### src/rtl/pulse_stretcher_pkg.sv
// Shared types and helpers for the pulse stretcher channel FSMs.
package pulse_stretcher_pkg;

  // Channel FSM state encoding; 2'd3 is illegal and recovers to IDLE.
  typedef enum logic [1:0] {
    ST_IDLE = 2'd0,
    ST_HOLD = 2'd1,
    ST_GAP  = 2'd2
  } state_t;

  // Index of the last tick in a phase of n ticks (0 when the phase is empty).
  function automatic int unsigned last_index(input int unsigned n);
    return (n > 0) ? n - 1 : 0;
  endfunction

endpackage

### src/rtl/pulse_stretcher_stretch_channel.sv
// One pulse-stretcher channel: HOLD/GAP sequencing, single-deep pending event.
module stretch_channel
  import pulse_stretcher_pkg::*;
#(
  parameter int unsigned HOLD_TICKS = 150,
  parameter int unsigned GAP_TICKS  = 50,
  parameter int unsigned RETRIGGER  = 1,
  parameter int unsigned CNT_WIDTH  = $clog2(HOLD_TICKS + GAP_TICKS) + 1
) (
  input  logic clk,
  input  logic rst_n,
  input  logic tick,
  input  logic event_in,
  output logic stretched,
  output logic busy
);

  localparam logic [CNT_WIDTH-1:0] HOLD_LAST = CNT_WIDTH'(last_index(HOLD_TICKS));
  localparam logic [CNT_WIDTH-1:0] GAP_LAST  = CNT_WIDTH'(last_index(GAP_TICKS));
  localparam bit                   HAS_GAP   = (GAP_TICKS > 0);
  localparam bit                   RETRIG_EN = (RETRIGGER != 0);

  state_t               state;
  state_t               state_nxt;
  logic [CNT_WIDTH-1:0] cnt;
  logic [CNT_WIDTH-1:0] cnt_nxt;
  logic                 pending;
  logic                 pending_nxt;

  // State, counter, pending flag and outputs decoded from the next state.
  always_ff @(posedge clk or negedge rst_n) begin
    if (!rst_n) begin
      state     <= ST_IDLE;
      cnt       <= '0;
      pending   <= 1'b0;
      stretched <= 1'b0;
      busy      <= 1'b0;
    end else begin
      state     <= state_nxt;
      cnt       <= cnt_nxt;
      pending   <= pending_nxt;
      stretched <= (state_nxt == ST_HOLD);
      busy      <= (state_nxt != ST_IDLE);
    end
  end

  // Next-state logic; a retrigger beats a simultaneous hold expiry.
  always_comb begin
    state_nxt   = state;
    cnt_nxt     = cnt;
    pending_nxt = pending;
    case (state)
      ST_IDLE: begin
        if (event_in) begin
          state_nxt = ST_HOLD;
          cnt_nxt   = '0;
        end
      end
      ST_HOLD: begin
        if (RETRIG_EN && event_in) begin
          cnt_nxt = '0;
        end else if (tick) begin
          if (cnt == HOLD_LAST) begin
            state_nxt = HAS_GAP ? ST_GAP : ST_IDLE;
            cnt_nxt   = '0;
          end else begin
            cnt_nxt = cnt + CNT_WIDTH'(1);
          end
        end
      end
      ST_GAP: begin
        if (event_in) begin
          pending_nxt = 1'b1;
        end
        if (tick) begin
          if (cnt == GAP_LAST) begin
            state_nxt   = (pending || event_in) ? ST_HOLD : ST_IDLE;
            cnt_nxt     = '0;
            pending_nxt = 1'b0;
          end else begin
            cnt_nxt = cnt + CNT_WIDTH'(1);
          end
        end
      end
      default: begin
        state_nxt   = ST_IDLE;
        cnt_nxt     = '0;
        pending_nxt = 1'b0;
      end
    endcase
  end

endmodule

### src/rtl/pulse_stretcher.sv
// Stretches single-cycle event strobes into minimum-width, minimum-gap pulses.
module pulse_stretcher
  import pulse_stretcher_pkg::*;
#(
  parameter int unsigned WIDTH          = 1,
  parameter int unsigned TICK_CNT_MAX   = 25000,
  parameter int unsigned HOLD_TICKS     = 150,
  parameter int unsigned GAP_TICKS      = 50,
  parameter int unsigned RETRIGGER      = 1,
  parameter int unsigned TICK_CNT_WIDTH = $clog2(TICK_CNT_MAX) + 1,
  parameter int unsigned HOLD_CNT_WIDTH = $clog2(HOLD_TICKS + GAP_TICKS) + 1
) (
  input  logic             clk,
  input  logic             rst_n,
  input  logic [WIDTH-1:0] event_pulse,
  output logic [WIDTH-1:0] stretched_signal,
  output logic [WIDTH-1:0] busy
);

  localparam logic [TICK_CNT_WIDTH-1:0] PRE_LAST = TICK_CNT_WIDTH'(TICK_CNT_MAX - 1);

  logic [TICK_CNT_WIDTH-1:0] prescaler;
  logic                      tick;

  // Shared tick: one cycle in every TICK_CNT_MAX.
  assign tick = (prescaler == PRE_LAST);

  // Free-running prescaler wrapping at TICK_CNT_MAX-1.
  always_ff @(posedge clk or negedge rst_n) begin
    if (!rst_n) begin
      prescaler <= '0;
    end else if (tick) begin
      prescaler <= '0;
    end else begin
      prescaler <= prescaler + TICK_CNT_WIDTH'(1);
    end
  end

  // Independent channel per event bit.
  for (genvar i = 0; i < int'(WIDTH); i++) begin : g_ch
    stretch_channel #(
      .HOLD_TICKS (HOLD_TICKS),
      .GAP_TICKS  (GAP_TICKS),
      .RETRIGGER  (RETRIGGER),
      .CNT_WIDTH  (HOLD_CNT_WIDTH)
    ) u_ch (
      .clk       (clk),
      .rst_n     (rst_n),
      .tick      (tick),
      .event_in  (event_pulse[i]),
      .stretched (stretched_signal[i]),
      .busy      (busy[i])
    );
  end

endmodule

### config.mk
export PLATFORM = sky130hd
export DESIGN_NAME = pulse_stretcher
export DESIGN_NICKNAME = d
export VERILOG_FILES = /design/src/rtl/pulse_stretcher_pkg.sv /design/src/rtl/pulse_stretcher_stretch_channel.sv /design/src/rtl/pulse_stretcher.sv
export SDC_FILE = /design/constraint.sdc
export NUM_CORES = 1
export LEC_CHECK = 0
export ABC_AREA = 1
export ABC_CLOCK_PERIOD_IN_PS = 4150
export CAP_MARGIN = 0
export CORE_ASPECT_RATIO = 1.75
export CORE_MARGIN = 2
export CORE_UTILIZATION = 37
export DETAILED_ROUTE_END_ITERATION = 10
export HOLD_SLACK_MARGIN = 0.12
export PLACE_DENSITY_LB_ADDON = 0.12
export SLEW_MARGIN = 10
export SYNTH_ARGS = -nofsm -noshare
export SYNTH_HDL_FRONTEND = slang
export SYNTH_SLANG_ARGS = --single-unit
### constraint.sdc
create_clock -name clk -period 4.15 [get_ports clk]
set_input_delay 1.0375 -clock clk [delete_from_list [all_inputs] [get_ports clk]]
set_output_delay 1.0375 -clock clk [all_outputs]
set_load 0.02 [all_outputs]
Word level (Yosys, flattened, before mapping) --
Index checks and enable logic that the tools add are counted.
Word-level totals: register bits 30, input port bits 3, output and inout bits 2, logic and storage cells 42
Cells by class: add/sub/neg operators 2, equal/unequal tests 9, multiplexer cells 20, reductions and logical operators 5
Operators with widths (number):
- 2-to-1 mux 9 bit | 6
- case mux 9 bit (3 select lines) | 1
- adder 16 x 1 -> 16 bit (second input constant) | 1
- equality test 16 x 15 -> 1 bit (second input constant) | 1
- 2-to-1 mux 16 bit | 1
- 2-to-1 mux 2 bit | 6
- adder 9 x 1 -> 9 bit (second input constant) | 1
- equality test 9 x 6 -> 1 bit (second input constant) | 1
- equality test 9 x 8 -> 1 bit (second input constant) | 1
- case mux 2 bit (3 select lines) | 1
- equality test 2 x 1 -> 1 bit (second input constant) | 2
- 2-to-1 mux 1 bit | 4
- != test 3 x 2 -> 1 bit (second input constant) | 1
- AND reduction 3 bit | 1
- equality test 2 bit (second input constant) | 1
- zero test 2 bit | 1
- != test 2 x 1 -> 1 bit (second input constant) | 1
- != test 2 bit (second input constant) | 1
- case mux 1 bit (2 select lines) | 1
- nonzero test 2 bit | 1
- OR reduction 2 bit | 1
- logical OR 1 bit | 1

Logic depth before layout (Yosys ltp) --
word-level depth 6, depth in mapped cells 13, depth with buffers taken out 13

Modules after synthesis --
A second synthesis with hierarchy kept.
Second synthesis, totals: cell total of the unflattened synthesis 278, area, all modules 1934.4 um2
Modules (own cells, without submodules):
- stretch_channel | times used 1, cells each 134, area an instance 980.9 um2, seq. area each 350.3 um2
- pulse_stretcher | times used 1, cells each 144, area an instance 953.4 um2, seq. area each 400.4 um2

Least setup slack after synthesis --
No wires, ideal clock.
path kind input port to flip-flop, start point input port event_pulse, end point register g_ch[0].u_ch.cnt[6], arrival time 1.697 ns, required time 4.023 ns, slack 2.326 ns, cell stages on the path 9, path buffers 1, path through inv_1 -> nand2_1 -> nand2_1 -> nand2_4 -> nand2_4 -> inv_4 -> buf_6 -> nand3_1 -> o21ai_0
On the way: cells in the longest elaborated chain, start to end 2, elaborated cells between the ends (all ways) 5
RTL lines:
- start, declared | RTL line pulse_stretcher.sv:15 | input logic [WIDTH-1:0] event_pulse,
- != test 3 x 2 -> 1 bit (no line), or another cell as far along
- AND reduction 3 bit (no line) / case mux 9 bit (3 select lines) (equally long branches)
- end signal, assigned | RTL line pulse_stretcher_stretch_channel.sv:40 | cnt <= cnt_nxt;
- end, declared | RTL line pulse_stretcher_stretch_channel.sv:25 | logic [CNT_WIDTH-1:0] cnt;
Several ways; a longest one is shown, not always the timed one. A chain may end at the register's enable or synchronous reset.

Final worst setup path --
start point register g_ch[0].u_ch.stretched, end point output port stretched_signal
RTL lines:
- start, declared | RTL line pulse_stretcher_stretch_channel.sv:14 | output logic stretched,
- start signal, assigned | RTL line pulse_stretcher_stretch_channel.sv:42 | stretched <= (state_nxt == ST_HOLD);
- end, declared | RTL line pulse_stretcher.sv:16 | output logic [WIDTH-1:0] stretched_signal,
No word-level cell between the ends.

==> out/qor.yml <==
worstSetupPathType: "reg -> out"
finalHoldViolCount: 0
cp_max_fo: 1
root_buffer: "clkbuf_8"
crit_chain: "clkdlybuf4s50_1"
cts_resized: 0
synth_area_um2: 1860
antenna_found_initial: 0
rows: 34
ys_warn_count: 0
syn_to_final_growth_pct: 9.54
drv_slew: 0
drv_cap: 0
syn_inst: 257
hp-class: "reg -> reg"
tightest_slew_ps: 465
layout.nets: 276
routed_wl_mm: 4.00
boundaryPins: 5
irDropWorstVdd_uv: 232
layout_commonest_cell: "nand2_1"
cts_tree: "done"
cp_slowest_cell: "clkdlybuf4s50_1"
skew_ps: 8.77
initial_core_util_pct: 38.1
port_buffers: 4
worst-path-buf-inv: 1
num_vias: 1540
dp_slack_ps: 1640
dieArea_um2: 5640
clkTransAtPathRegs_ps: 60
post_cts_buffers: 0
finalCriticalPeriod_ps: 2220
fp.dieW_um: 57.6
slowest_delay_ps: 590
layout_setup_ws_ps: 1930
drc: 0
mostFrequentLayoutCells: "nand2_1, inv_1, nor2_1, dfrtp_1, nand3_1"
first_iter_violations: 33
arrival_ps: 1190
worstPathRequired_ps: 3110
p_per_area_nw_per_um2: 387
hold_buffers: 0
cpLargestDelayFamily: "buffers and inverters"
grt_pass1_vias: 1588
htreeDepth: 2
finalPower_uw: 790
clockBufferDepth: 2
syn_nets: 267
drtPass1Iterations: 4
drive_gt1_share_pct: 9.43
grt_setup_unrepaired: "false"
postPlaceCellArea_um2: 1960
routedWlPerCell_um: 12.5
whs_ps: 455
gr-total-overflow: 0
gp_congestion: 0.817
syn_avg_cell_area_um2: 7.25
hpwl_mm: 3.10
ant_nets: 0
yosysUniqueCellTypes: 29
finalSetupViolations: 0
fp.coreArea_um2: 4890
setup_tns_ps: 0
fin_crit_sh_pct: 53.6
crit_path_end_kind: "output port"
clock_latency_ps: 280
via_per_inst: 4.83
yosys_register_bits: 30
antenna_cells: 0
start_kind: "flop"
status: "complete, no violations"
ys_seq_area_share_pct: 40.3
cts_made_buffers: 5
leakagePower_uw: 0.00108
fmax_ghz: 0.450
grt_pass1_wl_mm: 6.91
grt_max_degree: 31
cts_sinks: 30
die_y_um: 97.9
grt_use_total_pct: 16.1
maxSlewHeadroom_pct: 68.8
final_area_um2: 2040
==> registers in the layout, summed over array words and instances, names as in the netlist <==
| name | cells |
|---|---|
| g_ch.u_ch.busy | 1 |
| g_ch.u_ch.cnt | 9 |
| g_ch.u_ch.pending | 1 |
| g_ch.u_ch.state | 2 |
| g_ch.u_ch.stretched | 1 |
| prescaler | 16 |
==> path summary, 6_finish.rpt <==
check                                            startpoint                              end  slack [ps]  cells after the start
max                        g_ch[0].u_ch.stretched$_DFF_PN0_                 stretched_signal        1930                      1
min                                  prescaler[0]$_DFF_PN0_           prescaler[0]$_DFF_PN0_         460                      1
max in group asynchronous                             rst_n  g_ch[0].u_ch.cnt[5]$_DFFE_PN0P_        2700                      2
min in group asynchronous                             rst_n           prescaler[9]$_DFF_PN0_        1150                      2
min reg2reg                          prescaler[0]$_DFF_PN0_           prescaler[0]$_DFF_PN0_         460                      1
max reg2reg                          prescaler[0]$_DFF_PN0_  g_ch[0].u_ch.cnt[4]$_DFFE_PN0P_        2450                     12
==> synthesized netlist by cell type <==
| library cell | count | area share (%) |
|---|---|---|
| o21ai_1 | 1 | 0.27 |
| a211oi_1 | 1 | 0.40 |
| nand2_2 | 3 | 1.0 |
| nor3_1 | 4 | 1.1 |
| inv_2 | 1 | 0.20 |
| nand2_1 | 60 | 12 |
| a41oi_1 | 1 | 0.47 |
| clkbuf_1 | 1 | 0.20 |
| inv_1 | 45 | 9.1 |
| nand3_1 | 26 | 7.0 |
| o31ai_1 | 1 | 0.40 |
| nand3_2 | 1 | 0.54 |
| nor3_2 | 1 | 0.54 |
| o211ai_1 | 1 | 0.40 |
| nor2_4 | 3 | 1.8 |
| ha_1 | 7 | 4.7 |
| nand4_1 | 5 | 1.7 |
| o21ai_0 | 11 | 3.0 |
| xor2_1 | 3 | 1.4 |
| inv_4 | 1 | 0.34 |
| nor2_2 | 3 | 1.0 |
| dfrtp_1 | 30 | 40 |
| nand2_4 | 3 | 1.8 |
| buf_6 | 1 | 0.60 |
| nor3b_2 | 1 | 0.67 |
| nor2_1 | 33 | 6.6 |
| a21oi_1 | 7 | 1.9 |
| buf_2 | 1 | 0.27 |
| clkinv_2 | 1 | 0.27 |
==> metrics by stage <==
step	utilization [%]	cells
3_3_place_gp	40.0	313
3_5_place_dp	40.0	313
5_1_grt	41.7	319
4_1_cts	41.7	319
2_1_floorplan	-	257
6_report	41.7	319
==> per-layer routing <==
layer / GRT usage, % / part of all wire (%) / vias to the layer above
met1: 16.0 / 39 / 707
met2: 30.9 / 57 / 11
met4: 6.98 / 2.0 / 0
li1: - / - / 816
met3: 2.78 / 1.6 / 6
met5: 0 / 0 / -
==> where the power goes <==
| group | internal (uW) | switching, uW | leakage (uW) |
|---|---|---|---|
| sequential | 318 | 15.3 | 0.000395 |
| combinational | 80.2 | 143 | 0.000645 |
| clock | 128 | 107 | 0.0000431 |
==> kinds of logic (layout without fill, tap and decap cells) <==
family	Yosys count	after routing	synth area share, %
buf+inv	51	59	10.9
flops	30	30	40.3
fa+ha+maj	7	7	4.70
simple gates	143	143	35.9
compound gates	23	23	6.78
xor+xnor	3	3	1.41
==> layout make-up <==
cell class / count / area [um^2]
clock buffers: 6 / 82.6
fillers: 499 / 2850
inverters: 48 / 184
multi-input cells: 176 / 908
flip-flops and latches: 30 / 751
well taps: 54 / 67.6
repair buffers: 5 / 47.5
Power figures use the tool's default switching activity.
